$ cat src/rtl/sadd_pkg.sv
// Shared definitions for the serial 2-bit-digit adder controller.
// Holds the digit width, the FSM state encoding and the constants that
// describe the shared LUT full adder: {cout, s} = a + b + c[0], at most 7.
package sadd_pkg;

  localparam int unsigned DIGIT_W    = 2;
  // Adder result width including its carry-out, and its largest result.
  localparam int unsigned FA_RES_W   = DIGIT_W + 1;
  localparam int unsigned FA_MAX_SUM = 7;

  typedef enum logic [1:0] {
    SADD_IDLE = 2'd0,
    SADD_RUN  = 2'd1,
    SADD_DONE = 2'd2
  } sadd_state_e;

endpackage

$ cat src/rtl/serial_digit_add_ctrl.sv
// serial_digit_add_ctrl: WIDTH-bit add/subtract sequenced LSB-first as
// 2-bit digits through an external shared LUT full adder.
//
// Ports:
//   clk, rst_n                  clock, asynchronous active-low reset
//   in_valid/in_ready           operand handshake (in_a, in_b, in_cin, in_sub)
//   fa_a, fa_b, fa_c            digit operands and carry to the LUT adder
//   fa_s, fa_cout               adder sum digit / carry-out, same cycle
//   out_valid/out_ready         result handshake (out_sum, out_cout)
//   busy                        operation in progress (RUN or DONE)
//
// Build option: define SADD_SUB_EN to honour in_sub (A - B via A + ~B + 1,
// out_cout = 1 means no borrow). Without it in_sub is ignored.
module serial_digit_add_ctrl
  import sadd_pkg::*;
#(
  parameter int unsigned WIDTH = 8
) (
  input  logic               clk,
  input  logic               rst_n,
  input  logic               in_valid,
  output logic               in_ready,
  input  logic [WIDTH-1:0]   in_a,
  input  logic [WIDTH-1:0]   in_b,
  input  logic               in_cin,
  input  logic               in_sub,
  output logic [DIGIT_W-1:0] fa_a,
  output logic [DIGIT_W-1:0] fa_b,
  output logic [DIGIT_W-1:0] fa_c,
  input  logic [DIGIT_W-1:0] fa_s,
  input  logic               fa_cout,
  output logic               out_valid,
  input  logic               out_ready,
  output logic [WIDTH-1:0]   out_sum,
  output logic               out_cout,
  output logic               busy
);

  localparam int unsigned DIGITS = WIDTH / DIGIT_W;
  localparam int unsigned CNT_W  = (DIGITS > 1) ? $clog2(DIGITS) : 1;
  localparam logic [CNT_W-1:0] LAST_DIGIT = CNT_W'(DIGITS - 1);

  sadd_state_e state, state_next;
  logic accept_c, step_c, last_c;

  logic [WIDTH-1:0] a_sh, b_sh, sum_sh, sum_next_c;
  logic [WIDTH-1:0] b_load_c;
  logic             carry, carry_load_c;
  logic [CNT_W-1:0] count;

  // Operand B and starting carry as loaded at accept.
`ifdef SADD_SUB_EN
  assign b_load_c     = in_sub ? ~in_b : in_b;
  assign carry_load_c = in_sub ? 1'b1 : in_cin;
`else
  logic sub_unused;
  assign sub_unused   = in_sub;
  assign b_load_c     = in_b;
  assign carry_load_c = in_cin;
`endif

  // Shift registers drain to zero by the end of RUN and carry is cleared on
  // the last digit, so the adder inputs are zero outside RUN with no gating.
  assign fa_a = a_sh[DIGIT_W-1:0];
  assign fa_b = b_sh[DIGIT_W-1:0];
  assign fa_c = {1'b0, carry};

  // New sum digit enters at the top; after DIGITS steps digit 0 is at the bottom.
  assign sum_next_c = (sum_sh >> DIGIT_W) | (WIDTH'(fa_s) << (WIDTH - DIGIT_W));

  // State register.
  always_ff @(posedge clk or negedge rst_n) begin
    if (!rst_n) state <= SADD_IDLE;
    else        state <= state_next;
  end

  // Next-state and datapath strobes.
  always_comb begin
    state_next = state;
    accept_c   = 1'b0;
    step_c     = 1'b0;
    last_c     = 1'b0;
    case (state)
      SADD_IDLE: begin
        if (in_valid) begin
          accept_c   = 1'b1;
          state_next = SADD_RUN;
        end
      end
      SADD_RUN: begin
        step_c = 1'b1;
        if (count == LAST_DIGIT) begin
          last_c     = 1'b1;
          state_next = SADD_DONE;
        end
      end
      SADD_DONE: begin
        if (out_ready) state_next = SADD_IDLE;
      end
      default: state_next = SADD_IDLE;
    endcase
  end

  // Handshake and status flags, registered from the next state.
  always_ff @(posedge clk or negedge rst_n) begin
    if (!rst_n) begin
      in_ready  <= 1'b1;
      out_valid <= 1'b0;
      busy      <= 1'b0;
    end else begin
      in_ready  <= (state_next == SADD_IDLE);
      out_valid <= (state_next == SADD_DONE);
      busy      <= (state_next != SADD_IDLE);
    end
  end

  // Operand shifters, carry, digit counter and result registers.
  always_ff @(posedge clk or negedge rst_n) begin
    if (!rst_n) begin
      a_sh     <= '0;
      b_sh     <= '0;
      sum_sh   <= '0;
      carry    <= 1'b0;
      count    <= '0;
      out_sum  <= '0;
      out_cout <= 1'b0;
    end else if (accept_c) begin
      a_sh  <= in_a;
      b_sh  <= b_load_c;
      carry <= carry_load_c;
      count <= '0;
    end else if (step_c) begin
      a_sh   <= a_sh >> DIGIT_W;
      b_sh   <= b_sh >> DIGIT_W;
      sum_sh <= sum_next_c;
      count  <= count + CNT_W'(1);
      carry  <= last_c ? 1'b0 : fa_cout;
      if (last_c) begin
        out_sum  <= sum_next_c;
        out_cout <= fa_cout;
      end
    end
  end

endmodule

$ cat config.mk
export PLATFORM = sky130hd
export DESIGN_NAME = serial_digit_add_ctrl
export DESIGN_NICKNAME = d
export VERILOG_FILES = /design/src/rtl/sadd_pkg.sv /design/src/rtl/serial_digit_add_ctrl.sv
export SDC_FILE = /design/constraint.sdc
export NUM_CORES = 1
export LEC_CHECK = 0
export ABC_AREA = 1
export CAP_MARGIN = 40
export CORE_MARGIN = 3
export CORE_UTILIZATION = 48
export DETAILED_ROUTE_END_ITERATION = 7
export GPL_TIMING_DRIVEN = 0
export PLACE_DENSITY_LB_ADDON = 0.1
export SLEW_MARGIN = 10
export SYNTH_ARGS = -nofsm -noshare
export SYNTH_HDL_FRONTEND = slang
export SYNTH_SLANG_ARGS = --single-unit
$ cat constraint.sdc
create_clock -name clk -period 1.3 [get_ports clk]
set_input_delay 0.13 -clock clk [delete_from_list [all_inputs] [get_ports clk]]
set_output_delay 0.13 -clock clk [all_outputs]
set_load 0.005 [all_outputs]
==> results of run 1 <==
## layout make-up
class | count | area [um^2]
buffer | 14 | 116
clock buffer | 7 | 45.0
clock inverter | 1 | 5.00
fill | 270 | 943
inverter | 10 | 37.5
multi-input combinational | 119 | 546
sequential | 39 | 977
tap | 44 | 55.1
timing repair buffer | 48 | 453
## power groups by stage
stage                     Sequential (W)  Clock (W)  Combinational, W
final                            0.00198   0.000595           0.00213
after detailed placement         0.00201          0           0.00216
after floorplan                  0.00199          0           0.00131
after global routing             0.00205   0.000681           0.00237
after CTS                        0.00197   0.000622           0.00213
after global placement           0.00199          0           0.00210
## timing repair
action,in CTS,in global routing
hold buffers,1,0
endpoints found under the hold margin,39,0
gates resized for setup,17,6
buffers inserted,6,0
endpoints found under the setup margin,17,13
pin swaps,0,0
## metrics by stage
step	total power [W]	instance area [um^2]	instances	setup WS, ps
floorplan	0.00330	1670	182	199
global placement	0.00410	2120	266	-754
detailed placement	0.00417	2140	267	45.6
CTS	0.00473	2220	282	14.3
global route	0.00510	2230	282	2.89
finish	0.00471	2230	282	69.6
## cells by family (layout without fill, tap and decap cells)
family	after synthesis	count (layout)
flops	39	39
other cells	1	1
fa+ha+maj	1	1
simple gates	104	104
buf+inv	24	80
compound gates	13	13
## cell usage after synthesis
| master | instances |
|---|---|
| sky130_fd_sc_hd__conb_1 | 1 |
| sky130_fd_sc_hd__buf_8 | 1 |
| sky130_fd_sc_hd__nor2_1 | 3 |
| sky130_fd_sc_hd__inv_1 | 7 |
| sky130_fd_sc_hd__dfrtp_1 | 38 |
| sky130_fd_sc_hd__o21ai_2 | 5 |
| sky130_fd_sc_hd__buf_2 | 4 |
| sky130_fd_sc_hd__nand2_1 | 68 |
| sky130_fd_sc_hd__nand3_1 | 31 |
| sky130_fd_sc_hd__nand2_2 | 1 |
| sky130_fd_sc_hd__inv_2 | 3 |
| sky130_fd_sc_hd__nand3_2 | 1 |
| sky130_fd_sc_hd__buf_6 | 3 |
| sky130_fd_sc_hd__dfstp_2 | 1 |
| sky130_fd_sc_hd__buf_4 | 6 |
| sky130_fd_sc_hd__o21ai_1 | 8 |
| sky130_fd_sc_hd__ha_1 | 1 |
## worst max-delay path: stages (launching register included)
cell and delay [ps]:
sky130_fd_sc_hd__dfrtp_1 390, sky130_fd_sc_hd__buf_4 130, sky130_fd_sc_hd__dlygate4sd2_1 250
## metal layers
layer | vias to the layer above | GRT usage | routed length, um
met5 | - | 0 | 0
met4 | 0 | 0.0712 | 57
met3 | 6 | 0.0589 | 222
met2 | 43 | 0.292 | 1570
met1 | 621 | 0.221 | 1520
li1 | 686 | - | -
## layout by cell type, fill, tap and decap left out
cell type	count
sky130_fd_sc_hd__inv_2	3
sky130_fd_sc_hd__clkinv_2	1
sky130_fd_sc_hd__dlygate4sd3_1	1
sky130_fd_sc_hd__buf_12	1
sky130_fd_sc_hd__nand2_1	68
sky130_fd_sc_hd__buf_2	4
sky130_fd_sc_hd__dlygate4sd2_1	14
sky130_fd_sc_hd__nand3_1	31
sky130_fd_sc_hd__inv_1	7
sky130_fd_sc_hd__nand2_2	1
sky130_fd_sc_hd__clkdlybuf4s15_1	3
sky130_fd_sc_hd__clkbuf_4	5
sky130_fd_sc_hd__o21ai_1	8
sky130_fd_sc_hd__dfstp_2	1
sky130_fd_sc_hd__buf_4	13
sky130_fd_sc_hd__conb_1	1
sky130_fd_sc_hd__o21ai_2	5
sky130_fd_sc_hd__buf_6	3
sky130_fd_sc_hd__ha_1	1
sky130_fd_sc_hd__nor2_1	3
sky130_fd_sc_hd__nand3_4	1
sky130_fd_sc_hd__buf_8	1
sky130_fd_sc_hd__clkdlybuf4s50_1	22
sky130_fd_sc_hd__dfrtp_1	38
sky130_fd_sc_hd__clkbuf_1	2
## state kept, by name, indices dropped and copies added, names as in the netlist
register / cells
a_sh: 8
b_sh: 8
busy: 1
carry: 1
count: 2
in_ready: 1
out_cout: 1
out_sum: 8
out_valid: 1
state: 2
sum_sh: 6
## path summary, 6_finish.rpt
kind / from / end / cells past startpoint
worst min-delay path: rst_n / out_valid / 2
max in group asynchronous: rst_n / a_sh[0] / 3
min in group clk: in_a[6] / a_sh[6] / 3
worst max-delay path: carry / fa_c[0] / 2
worst min register to register: out_sum[6] / out_sum[6] / 2
worst max register to register: count[0] / out_sum[5] / 5
==> flow_metrics.tcl, run 1 <==
set metrics [dict create \
    postSynthNetCount 208 \
    worst_clock_skew_ps 8.62 \
    synth_top_family_by_area "simple AND/OR/NAND/NOR gates" \
    synth_sequential_area_ratio 0.586 \
    status "finished clean" \
    timing.critical_path.to_type "output pin" \
    postRouteWirelength_um 3370 \
    grt.overflow.total 0 \
    detail-route-antenna-nets 0 \
    post_layout_minimum_cycle_time_ps 1230 \
    dpl.hpwl_um 2370 \
    internal_power_w 0.00298 \
    fin_crit_sh 0.946 \
    worst_ep_arrival_time_ps 1100 \
    pwr-share-clk 0.126 \
    tritoncts "built" \
    vias_in_the_first_global_route 1257 \
    synth_compound_area_frac 0.0503 \
    critPathLaunchType "register" \
    criticalPathCategory "register to output pin" \
    synth.area.mux_share 0 \
    cellPowerDensity_nw_per_um2 2110 \
    syn_area_um2 1670 \
    synth_xor_xnor_area_share 0 \
    total_switching_power_w 0.00173 \
    worst_skew_pair.late_latency_ps 340 \
    synthesis.area_per_instance_um2 9.16 \
    dieHeight_um 64.9 \
    total_leakage_power_nw 1.17 \
    final_max_slew_viol_count 0 \
    die-area_um2 4220 \
    biggest_area_consumer_among_synthesized_cells "sky130_fd_sc_hd__dfrtp_1" \
    timing.final.setup_violations 0 \
    num-nets-final 263 \
    clkSinkCount 39 \
    die_w_um 64.9 \
    gp_congestion 0.766 \
    core.rowCount 20 \
    finalHoldWorstSlack_ps 199 \
    ys_warn_count 0 \
    via_count 1356 \
    cts-buffers-inserted 5 \
    io_pins 43 \
    ys_seq_elements 39 \
    routedWlPerCell_um 11.9 \
    sequentialPowerShare 0.421 \
    synth_top_area_share 0.571 \
    max_cap_viol_count 0 \
    fin_util 0.703 \
    maxClockFrequency_ghz 0.813 \
    holdCritPathClass "input pin to async pin" \
    start_util 0.524 \
    r2r_setup_slk_ps 80 \
    antenna_found_initial 0 \
    worstPathRequired_ps 1170 \
    grt_first_pass_wirelength_um 5820 \
    yosys-top-cells-area "sky130_fd_sc_hd__dfrtp_1 (57%), sky130_fd_sc_hd__nand2_1 (15%), sky130_fd_sc_hd__nand3_1 (9.3%)" \
    viasPerCell 4.81 \
    cts_max_level 2 \
    area_share_of_fa_ha_maj_cells_after_synthesis 0.00751 \
    fin_tns_setup_ps 0 \
    dr.first_iter.drc_count 71 \
    grt_max_degree 27 \
    route.detailed.drc 0 \
    globalRouteTotalUtil 0.180 \
    combPwrFrac 0.453 \
    synthToLayoutAreaGrowth_pct 34.1 \
    syn_inst 182 \
    critical_path_peak_fanout 2 \
    cts.clk_slew.worst_paths_ps 110 \
    synth.lib_cells_used.distinct 17 \
    area_fraction_in_and_or_nand_and_nor_cells_after_synthesis 0.263 \
    placement.io_buffers 40 \
    core_ar_um2 3180 \
    root_buffer "sky130_fd_sc_hd__clkbuf_4" \
    antennaDiodeCount 0 \
    hold_viol_final 0 \
    rsz0062_at_grt "no" \
    clock_path_buffers 2 \
    final_layout_size_suffix_gt1_frac 0.164 \
    power.share.switching 0.368 \
    detailedRoute.firstPassIterationCount 4 \
    worst_ir_drop_vdd_mv 1.09 \
]
Note: power is estimated with default switching activity, not from simulation.
==> inputs of run 2 (changes only) <==
Settings changed: CAP_MARGIN 40 to unset, CTS_CLUSTER_SIZE set to 30.
==> results of run 2 <==
Same layout as run 1: the final DEF is identical, and so are final timing and power.
